`config.mk`:
```
export PLATFORM = sky130hd
export DESIGN_NAME = gray_codec_pipe_flat
export DESIGN_NICKNAME = d
export VERILOG_FILES = /design/src/rtl/gray_codec_pipe_if.sv /design/src/rtl/gray_codec_pipe.sv /design/src/flat_wrapper.sv
export SDC_FILE = /design/constraint.sdc
export NUM_CORES = 1
export LEC_CHECK = 0
export CORE_ASPECT_RATIO = 0.9
export CORE_MARGIN = 2
export CORE_UTILIZATION = 55
export CTS_CLUSTER_DIAMETER = 50
export CTS_CLUSTER_SIZE = 40
export DETAILED_ROUTE_END_ITERATION = 8
export GPL_ROUTABILITY_DRIVEN = 0
export GPL_TIMING_DRIVEN = 0
export PLACE_DENSITY = 0.8
export SYNTH_ARGS = -nofsm -noshare
export SYNTH_HDL_FRONTEND = slang
export SYNTH_SLANG_ARGS = --single-unit
```
`constraint.sdc`:
```
create_clock -name clk -period 2.5 [get_ports clk]
set_clock_uncertainty 0.15 [all_clocks]
set_input_delay 0.5 -clock clk [delete_from_list [all_inputs] [get_ports clk]]
set_output_delay 0.5 -clock clk [all_outputs]
set_load 0.02 [all_outputs]
```
`src/rtl/gray_codec_pipe_if.sv`:
```
// gray_codec_pipe_if
//   Handshake bundle for gray_codec_pipe.
//   Input side:  inStrobe, inMode, dataIn (to the block), inReady (from the block).
//   Output side: outStrobe, outMode, dataOut (from the block), outReady (to the block).
//
// Valid/ready: a word moves across a side on a rising clock edge where the
// strobe and the ready of that side are both high. While a strobe is high
// and no transfer has happened, the word it qualifies stays stable. A ready
// may depend combinationally on the opposite side's ready. It never depends
// on the strobe of its own side.
`timescale 1ns/1ps
interface gray_codec_pipe_if #(
  parameter int WIDTH = 32
);
  logic             inStrobe;
  logic             inReady;
  logic             inMode;
  logic [WIDTH-1:0] dataIn;
  logic             outStrobe;
  logic             outReady;
  logic             outMode;
  logic [WIDTH-1:0] dataOut;

  // Producer / consumer side (stimulus source and sink).
  modport master (
    output inStrobe, inMode, dataIn, outReady,
    input  inReady, outStrobe, outMode, dataOut
  );

  // Converter side.
  modport slave (
    input  inStrobe, inMode, dataIn, outReady,
    output inReady, outStrobe, outMode, dataOut
  );
endinterface

```
`src/rtl/gray_codec_pipe.sv`:
```
// gray_codec_pipe
//   Pipelined Gray-code converter. Each word carries a mode bit:
//   0 = Gray->binary decode, 1 = binary->Gray encode. Decode is split across
//   STAGES register stages. Each stage resolves one slice of the XOR prefix
//   chain, working from the MSB down. Encode is done entirely in stage 1 and
//   is passed through by the later stages, so both modes see the same latency.
//   Stages collapse bubbles, so the block sustains one word per clock.
// Ports:
//   clk   - rising-edge clock
//   rstN  - synchronous active-low reset; clears all stage valids and data
//   bus   - gray_codec_pipe_if.slave (inStrobe/inReady/inMode/dataIn,
//           outStrobe/outReady/outMode/dataOut)
`timescale 1ns/1ps
module gray_codec_pipe #(
  parameter int WIDTH  = 32,
  parameter int STAGES = 4
) (
  input  logic             clk,
  input  logic             rstN,
  gray_codec_pipe_if.slave bus
);

  // Number of decode bits resolved per stage, rounded up.
  localparam int SLICE = (WIDTH + STAGES - 1) / STAGES;

  logic [STAGES-1:0] valid_q, valid_d;
  logic [STAGES-1:0] mode_q,  mode_d;
  logic [WIDTH-1:0]  data_q [STAGES];
  logic [WIDTH-1:0]  data_d [STAGES];

  logic [STAGES-1:0] accept;
  logic              in_ready;

  // Contents offered to each stage: the input port for stage 0, and the
  // previous register otherwise.
  logic [STAGES-1:0] src_valid;
  logic [STAGES-1:0] src_mode;
  logic [WIDTH-1:0]  src_data [STAGES];

  // Resolve the decode slice that belongs to stage k (0-based). Bits above
  // the slice are already binary, so walking downward lets each bit use the
  // resolved bit directly above it. The MSB is its own binary value.
  function automatic logic [WIDTH-1:0] resolve_slice(input logic [WIDTH-1:0] w,
                                                     input int k);
    logic [WIDTH-1:0] r;
    int hi;
    int lo;
    r  = w;
    hi = WIDTH - 1 - k * SLICE;
    lo = WIDTH - (k + 1) * SLICE;
    if (lo < 0) lo = 0;
    for (int i = WIDTH - 2; i >= 0; i--) begin
      if (i <= hi && i >= lo) r[i] = r[i+1] ^ r[i];
    end
    return r;
  endfunction

  // Stage k can take new contents when it or any stage after it is empty,
  // or when the sink is ready. This is the unrolled form of
  // "empty or next stage accepts".
  always_comb begin
    accept = '0;
    for (int k = 0; k < STAGES; k++) begin
      accept[k] = bus.outReady;
      for (int j = 0; j < STAGES; j++) begin
        if (j >= k && !valid_q[j]) accept[k] = 1'b1;
      end
    end
  end

  assign in_ready    = accept[0] && rstN;
  assign bus.inReady = in_ready;

  always_comb begin
    src_valid = '0;
    src_mode  = '0;
    for (int k = 0; k < STAGES; k++) src_data[k] = '0;
    src_valid[0] = bus.inStrobe && in_ready;
    src_mode[0]  = bus.inMode;
    src_data[0]  = bus.dataIn;
    for (int k = 1; k < STAGES; k++) begin
      src_valid[k] = valid_q[k-1];
      src_mode[k]  = mode_q[k-1];
      src_data[k]  = data_q[k-1];
    end
  end

  // An accepting stage takes its source valid. A bubble in that slot empties
  // the stage. Mode and data load only when a real word arrives.
  always_comb begin
    valid_d = valid_q;
    mode_d  = mode_q;
    data_d  = data_q;
    for (int k = 0; k < STAGES; k++) begin
      if (accept[k]) begin
        valid_d[k] = src_valid[k];
        if (src_valid[k]) begin
          mode_d[k] = src_mode[k];
          if (src_mode[k]) begin
            data_d[k] = (k == 0) ? (src_data[k] ^ (src_data[k] >> 1)) : src_data[k];
          end else begin
            data_d[k] = resolve_slice(src_data[k], k);
          end
        end
      end
    end
  end

  always_ff @(posedge clk) begin
    if (!rstN) begin
      valid_q <= '0;
      mode_q  <= '0;
      for (int k = 0; k < STAGES; k++) data_q[k] <= '0;
    end else begin
      valid_q <= valid_d;
      mode_q  <= mode_d;
      data_q  <= data_d;
    end
  end

  assign bus.outStrobe = valid_q[STAGES-1];
  assign bus.outMode   = mode_q[STAGES-1];
  assign bus.dataOut   = data_q[STAGES-1];

endmodule

```
`src/flat_wrapper.sv`:
```
// flat-port wrapper written by rule: the top's interface ports become plain ports
module gray_codec_pipe_flat 
#(
  parameter int WIDTH  = 32,
  parameter int STAGES = 4
)
  (clk, rstN, bus_inStrobe, bus_inMode, bus_dataIn, bus_outReady, bus_inReady, bus_outStrobe, bus_outMode, bus_dataOut);
  gray_codec_pipe_if #(.WIDTH(WIDTH)) bus_i ();
  input  logic clk;
  input  logic rstN;
  input wire logic [$bits(bus_i.inStrobe)-1:0] bus_inStrobe;
  input wire logic [$bits(bus_i.inMode)-1:0] bus_inMode;
  input wire logic [$bits(bus_i.dataIn)-1:0] bus_dataIn;
  input wire logic [$bits(bus_i.outReady)-1:0] bus_outReady;
  output wire logic [$bits(bus_i.inReady)-1:0] bus_inReady;
  output wire logic [$bits(bus_i.outStrobe)-1:0] bus_outStrobe;
  output wire logic [$bits(bus_i.outMode)-1:0] bus_outMode;
  output wire logic [$bits(bus_i.dataOut)-1:0] bus_dataOut;
  assign bus_i.inStrobe = bus_inStrobe;
  assign bus_i.inMode = bus_inMode;
  assign bus_i.dataIn = bus_dataIn;
  assign bus_i.outReady = bus_outReady;
  assign bus_inReady = bus_i.inReady;
  assign bus_outStrobe = bus_i.outStrobe;
  assign bus_outMode = bus_i.outMode;
  assign bus_dataOut = bus_i.dataOut;
  gray_codec_pipe #(.WIDTH(WIDTH), .STAGES(STAGES)) u_core (.clk(clk), .rstN(rstN), .bus(bus_i));
endmodule
```
==> results of run 1 <==
## final cells by class
cell class | instances | area, sq um | area share
tap | 129 | 161 | 0.0221
clock buffer | 18 | 439 | 0.0601
buffer | 82 | 445 | 0.0609
multi-input combinational | 502 | 2670 | 0.365
timing repair buffer | 70 | 693 | 0.0948
clock inverter | 14 | 151 | 0.0207
inverter | 7 | 26.3 | 0.00359
sequential | 136 | 2720 | 0.372
## synthesized netlist by cell type (3+ instances only)
master and count:
buf_4 32, dfxtp_1 136, buf_1 8, nand2_1 186
nor2_1 27, o21ai_0 45, clkbuf_1 29, xnor2_1 35
inv_1 7, and2_1 4, buf_2 13, xor2_1 34
nand2b_1 3, nand3_1 34, a31oi_1 3, nor2b_1 8
a211oi_1 9, a21oi_1 92
## report_power, final
group | switching (W) | internal, W
combinational | 0.000317 | 0.000286
clock | 0.000936 | 0.00150
sequential | 0.0000703 | 0.00226
## path summary, 6_finish.rpt
check / to / slack, ps / cells after the start
setup / recovery: bus_inReady / 90 / 5
hold / removal: u_core.data_q[60] / 300 / 2
setup reg to reg: u_core.bus.dataOut[0] / 360 / 5
hold reg to reg: u_core.data_q[60] / 300 / 2
## metrics by stage
step | worst slack [ps] | util | instance area [sq um] | std cells
3_5_place_dp | -354 | 0.653 | 6720 | 925
2_1_floorplan | 340 | - | 5860 | 727
4_1_cts | 26.8 | 0.710 | 7310 | 957
6_report | 88.2 | 0.710 | 7310 | 958
5_1_grt | 18.0 | 0.710 | 7310 | 958
3_3_place_gp | -305 | 0.653 | 6720 | 925
## what timing repair did
action	CTS	global route
hold buffers	0	0
setup endpoints to repair	1	1
gates resized for setup	4	3
gates cloned	0	0
pin swaps	1	1
buffers inserted	0	1
## worst min-delay path, stage by stage (launching register included)
cell     delay, ps
dfxtp_1        310
nand2_1         60
a21oi_1         50
## per-layer routing
metal	vias to the layer above	global-route usage
met5	-	0
met4	0	0.0854
met3	16	0.0474
met2	161	0.417
met1	2301	0.295
li1	2537	-
## cell families after synthesis
logic type / count (synthesis)
AO/OA/AOI/OAI: 158
flip-flops: 136
buffers and inverters: 89
XOR/XNOR: 74
multiplexers: 1
AND/OR/NAND/NOR: 269
## flip-flops by register name, summed over array words and instances, names as in the netlist
| signal | flops |
|---|---|
| u_core.mode_q | 4 |
| u_core.data_q | 96 |
| u_core.valid_q | 4 |
| u_core.bus.dataOut | 32 |
==> out/results.md, run 1 <==
| Step | Parameter | Value |
|---|---|---|
| worst setup path | Slowest Stage Delay on Critical Path | 470 ps |
| grt | Maximum number of pins on one net before global-route repair | 17 |
| layout | Leading cell types in the layout, fill and taps excluded | 186 x nand2_1, 136 x dfxtp_1, 92 x a21oi_1, 68 x clkdlybuf4s50_1, 45 x o21ai_0 |
| layout | Leading cell type in the layout, fill and taps excluded | nand2_1 |
| synth | Ys flop type | dfxtp_1 |
| routing | Wire length per cell | 13.6 um |
| cts | Number of buffers on the longest clock path | 2 |
| cts | CTS tree | built |
| pwr | Worst ir drop on vdd | 0.000502 V |
| worst setup path | Crit path required time | 1850 ps |
| sta | Least-Margin Pin Slew | 582 ps |
| worst setup path | Worst Setup SP | bus_outReady |
| floorplan | Core area | 10300 sq um |
| floorplan | Die W | 113 um |
| routing | Antenna-violating nets left | 0 |
| worst setup path | Critical Path Fanout Max | 7 |
| layout | Antenna diode count | 0 |
| sta | Final worst-path cycle share | 0.965 |
| synth | Post-synthesis xor/xnor area fraction | 0.121 |
| routing | First-pass iteration count of the detailed router | 5 |
| synth | Seq cells post-synth | 136 |
| worst setup path | Ordered list of cells on the worst path | clkdlybuf4s50_1 -> and3b_1 -> clkbuf_1 -> a31oi_1 -> buf_2 |
| floorplan | I/O pin count | 72 |
| layout | Area growth from synthesis to final layout | 24.7% |
| sta | Hold Vio Cnt, Final | 0 |
| floorplan | Vertical die dimension | 102 um |
| layout | Net count, final | 853 |
| worst setup path | Worst path buffer plus inverter count | 3 |
| synth | Mapped Cells | 727 |
| routing | Metal1 wirelength | 5.76 mm |
| routing | Highest layer used for signal routing | met4 |
| sta | Setup violations, final | 0 |
| min path | Hold_sp | u_core.data_q[92] |
| synth | Area fraction in compound gates after synthesis | 0.144 |
| sta | Worst max-slew margin expressed relative to the limit | 0.612 |
| sta | Post-layout min period | 2410 ps |
| sta | Setup repair after global routing missed its margin | no |
| layout | Filler Cells Inserted | 788 |
| cts | Skew-Pair Late Insertion Delay | 410 ps |
| pwr | Static leakage | 2.69 nW |
| worst setup path | Top cell family by delay on the critical path | buffers and inverters |
| routing | Routed via count | 5015 |
| placed design | Half-perimeter wire length after placement | 9.58 mm |
| floorplan | Starting density of the core | 0.570 |
| worst setup path | Startpoint Class | primary input |
| grt | Initial antenna violation count | 0 |
| synth | Post-synthesis average cell area | 8.06 sq um |
| synth | Portion of synthesized cell area occupied by the leading cell type | 0.464 |
| synth | Cells taking the most area after synthesis | dfxtp_1 46%, nand2_1 12%, a21oi_1 7.9%, xnor2_1 5.2%, xor2_1 5.1% |
| synth | Dominant cell type by area after synthesis | dfxtp_1 |
| synth | FFs w/ async S/R, synth | 0 |
| cts | Max H-tree Level | 4 |
| placed design | Port bufs | 69 |
| grt | Vias in the first global route | 4770 |
| synth | Main combinational cell family by area after synthesis | simple AND/OR/NAND/NOR gates |
| synth | Synth Cell Area | 5860 sq um |
| worst setup path | Launch instance of the worst register-to-register path | u_core.data_q[39] |
| cts | Clock-pin transition on the worst setup and hold timing paths | 60 ps |
| grt | Wire length of the first global-routing pass | 22.0 mm |
| run | Number of max-cap violations | 0 |
| routing | Number of design-rule violations left by the first detailed-router iteration | 255 |
| routing | Aggregate routed wire length | 13.1 mm |
| synth | Sequential-to-total area share from yosys stat | 0.464 |
| pwr | Ratio of total power to cell area | 734 nW/um^2 |
| routing | Number of vias per cell after detailed routing | 5.23 |
| cts | Clk root buf | clkbuf_16 |
| worst setup path | Type of the worst setup path | in -> out |
| sta | Post-route setup TNS | 0 ps |
| synth | Mux contribution to synthesized area | 0.00171 |
| pwr | Total power of the final layout | 0.00537 W |
| sta | Max-slew violation count | 0 |
| worst setup path | Critical Path Sink Type | output pin |
| sta | Maximum clock frequency | 415 MHz |
| layout | Fraction of final layout cells sized beyond drive strength 1 | 0.101 |
| synth | Post-synth EDFFs | 0 |
| cts | Inserted Clock Buffers | 17 |
| grt | Congestion Overflow GR | 0 |
| routing | Wire length on met3 | 791 um |
| sta | Min Hold Slack | 304 ps |
| synth | Syn_nets | 764 |
| synth | Adder-cell share of the synthesized area | 0 |
| floorplan | Placement Rows | 35 |
| routing | DRC Markers | 0 |
| floorplan | Die ar. | 11500 sq um |
| synth | Number of different library cells in the post-synthesis netlist | 32 |
| synth | Synthesis Warnings | 0 |
| worst setup path | Data arrival, critical path | 1760 ps |
| min path | Tightest Hold Check Type | reg -> reg |
| cts | Clock sink count | 136 |
| synth | Share of synthesized cell area in and, or, nand and nor gates | 0.190 |
| grt | Overall global routing resource usage | 0.238 |
| worst setup path | Slowest stage cell, crit path | clkdlybuf4s50_1 |
| routing | Amount of wire on met2 after detailed routing | 6.33 mm |
| run status | Outcome | completed |
Power figures use the tool's default switching activity.
==> run 2, diff against run 1 <==
--- a/config.mk
+++ b/config.mk
@@ -5,15 +5,15 @@
 export SDC_FILE = /design/constraint.sdc
 export NUM_CORES = 1
 export LEC_CHECK = 0
+export CAP_MARGIN = 20
 export CORE_ASPECT_RATIO = 0.9
 export CORE_MARGIN = 2
-export CORE_UTILIZATION = 55
+export CORE_UTILIZATION = 50
 export CTS_CLUSTER_DIAMETER = 50
 export CTS_CLUSTER_SIZE = 40
 export DETAILED_ROUTE_END_ITERATION = 8
 export GPL_ROUTABILITY_DRIVEN = 0
-export GPL_TIMING_DRIVEN = 0
-export PLACE_DENSITY = 0.8
+export PLACE_DENSITY = 0.77
 export SYNTH_ARGS = -nofsm -noshare
 export SYNTH_HDL_FRONTEND = slang
 export SYNTH_SLANG_ARGS = --single-unit
==> constraint.sdc (replaced) <==
create_clock -name clk -period 2 [get_ports clk]
set_clock_uncertainty 0.15 [all_clocks]
set_input_delay 0.4 -clock clk [delete_from_list [all_inputs] [get_ports clk]]
set_output_delay 0.4 -clock clk [all_outputs]
set_load 0.02 [all_outputs]
==> run 2 against run 1 <==
Against the previous run: via count shrank 7.1%; sequential cell count is the same; sequential share of layout area grew 0.057 points; total power grew 31%; combinational power grew 31%; sequential power grew 25%; global-route usage shrank 4.8 points; count of clock-buffer cells in the layout grew 4; hold slack lost 4.1 ps; final area shrank 0.15%; critical endpoint unchanged; largest power group unchanged.
==> out/results.md, run 2 (synthesis results as in run 1) <==
| Step | Parameter | Value |
|---|---|---|
| worst setup path | Type of the worst setup path | in -> out |
| floorplan | Core area | 11400 sq um |
| placed design | Port bufs | 71 |
| layout | Largest register by flop count | u_core.data_q |
| cts | Inserted Clock Buffers | 17 |
| min path | Hold_sp | u_core.bus.dataOut[23] |
| floorplan | Die W | 118 um |
| worst setup path | Reg2Reg Depth | 5 |
| sta | Setup violations, final | 0 |
| floorplan | Placement Rows | 37 |
| placed design | Half-perimeter wire length after placement | 7.81 mm |
| pwr | Worst ir drop on vdd | 0.000602 V |
| grt | Congestion Overflow GR | 0 |
| worst setup path | Critical Path Sink Type | output pin |
| layout | Flip-flop and latch area | 2720 sq um |
| min path | Endpoint of the worst hold path | u_core.bus.dataOut[23] |
| floorplan | I/O pin count | 72 |
| layout | Area growth from synthesis to final layout | 24.5% |
| min path | Number of instances on the worst hold path | 2 |
| sta | Final worst-path cycle share | 0.991 |
| cts | Number of buffers inserted to repair setup after CTS | 0 |
| layout | Flip-flop count of the largest register, all copies and words added | 96 |
| routing | DRC Markers | 0 |
| sta | Maximum clock frequency | 504 MHz |
| cts | Clk root buf | clkbuf_16 |
| grt | Overall global routing resource usage | 0.190 |
| grt | Vias in the first global route | 4213 |
| layout | Area taken by multi-input logic gates | 2710 sq um |
| worst setup path | Data arrival, critical path | 1430 ps |
| cts | Skew-Pair Late Insertion Delay | 410 ps |
| layout | Non-filler cells, final | 929 |
| cts | CTS tree | built |
| worst setup path | Critical Path Fanout Max | 2 |
| cts | Clock-pin transition on the worst setup and hold timing paths | 50 ps |
| floorplan | Vertical die dimension | 107 um |
| run status | Outcome | completed |
| sta | Post-layout min period | 1980 ps |
| placed design | Area after detailed placement | 6620 sq um |
| sta | Least-Margin Pin Slew | 902 ps |
| layout | Filler Cells Inserted | 928 |
| routing | Antenna-violating nets left | 0 |
| cts | Max H-tree Level | 4 |
| layout | Net count, final | 797 |
| grt | Initial antenna violation count | 0 |
| pwr | Static leakage | 2.61 nW |
| layout | Fraction of final layout cells sized beyond drive strength 1 | 0.0880 |
| floorplan | Starting density of the core | 0.513 |
| min path | Tightest Hold Check Type | reg -> reg |
| pwr | Ratio of total power to cell area | 961 nW/um^2 |
| run | Number of max-cap violations | 0 |
| worst setup path | Crit path required time | 1450 ps |
| routing | Routed via count | 4658 |
| floorplan | Die ar. | 12600 sq um |
| grt | Maximum number of pins on one net before global-route repair | 95 |
| grt | Wire length of the first global-routing pass | 19.7 mm |
| cts | Number of buffers on the longest clock path | 2 |
| layout | Utilization after layout | 0.638 |
| worst setup path | Startpoint Class | primary input |
| layout | Leading cell type in the layout, fill and taps excluded | nand2_1 |
| routing | Number of vias per cell after detailed routing | 5.01 |
| worst setup path | Launch instance of the worst register-to-register path | u_core.data_q[36] |
| routing | Wire length per cell | 12.7 um |
| layout | Antenna diode count | 0 |
| worst setup path | Endpoint of the lowest-slack register-to-register path | u_core.bus.dataOut[0] |
| routing | Aggregate routed wire length | 11.8 mm |
| layout | Leading cell types in the layout, fill and taps excluded | 186 x nand2_1, 136 x dfxtp_1, 92 x a21oi_1, 69 x clkdlybuf4s50_1, 45 x o21ai_0 |
| worst setup path | Reg2Reg Setup Slack | 30 ps |
| routing | Number of design-rule violations left by the first detailed-router iteration | 331 |
| sta | Worst max-slew margin expressed relative to the limit | 0.399 |
| sta | Post-route setup TNS | 0 ps |
| layout | Final std cell area, no fill | 7300 sq um |
| cts | Clock sink count | 136 |
| sta | Hold Vio Cnt, Final | 0 |
| routing | First-pass iteration count of the detailed router | 5 |
| placed design | Post-Place Cells | 897 |
| sta | Max-slew violation count | 0 |
## run 2: changes by cell type in the layout (fill, tap and decap cells not counted), moves of 3 or more
cell	change
buf_2	-14
clkbuf_1	-26
buf_1	-8
xnor2_1	-3
buf_12	+8
buf_4	-16
xnor2_2	+3
## run 2: how the worst max path moves through the flow
stage	startpoint	end	slack, ps	depth (start not counted)
floorplan	u_core.valid_q[3]	u_core.data_q[120]	50	8
global placement	bus_outReady	bus_inReady	-470	4
detailed placement	bus_outReady	bus_inReady	-510	4
CTS	bus_outReady	bus_inReady	3	4
global route	u_core.data_q[36]	u_core.bus.dataOut[0]	-20	5
finish	bus_outReady	bus_inReady	20	4
## run 2: worst max-delay path: stages
cell,delay (ps)
clkdlybuf4s50_1,460
and3b_1,220
a31oi_4,200
buf_6,150
## run 2: per-stage QoR
stage	total power, W	setup slack [ps]	hold slack [ps]
detailed placement	0.00375	-506	295
floorplan	0.00349	46.0	279
global route	0.00727	-16.1	314
CTS	0.00705	2.96	303
finish	0.00702	17.6	300
global placement	0.00372	-471	293
## run 2: area by class of cell
type / count / share of cell area
clock buffers: 22 / 0.0650
clock inverters: 10 / 0.0230
well taps: 156 / 0.0267
repair buffers: 96 / 0.137
multi-input cells: 502 / 0.372
flip-flops and latches: 136 / 0.373
inverters: 7 / 0.00360
## run 2: what timing repair did
item                                    CTS  global route
endpoints found under the setup margin    1             5
gates resized for setup                   6             6
pin swaps                                 1             1
hold buffers                              0             0
## run 2: report_power, final
part,leakage [nW],internal (W),total [W],switching (W)
clock network,0.299,0.00219,0.00331,0.00112
logic,1.21,0.000400,0.000790,0.000390
registers,1.11,0.00283,0.00292,0.0000890
total,2.61,0.00542,0.00702,0.00160
## run 2: metal layers
metal,track usage,vias up,part of all wire
li1,-,2415,-
met2,0.290,123,0.45
met5,0,-,0
met3,0.0452,13,0.050
met1,0.259,2107,0.49
met4,0.0757,0,0.015
==> run 3, diff against run 2 <==
--- a/config.mk
+++ b/config.mk
@@ -5,6 +5,7 @@
 export SDC_FILE = /design/constraint.sdc
 export NUM_CORES = 1
 export LEC_CHECK = 0
+export ABC_AREA = 0
 export CAP_MARGIN = 20
 export CORE_ASPECT_RATIO = 0.9
 export CORE_MARGIN = 2
==> results of run 3 <==
Same layout as run 2: the final DEF is identical, and so are final timing and power.
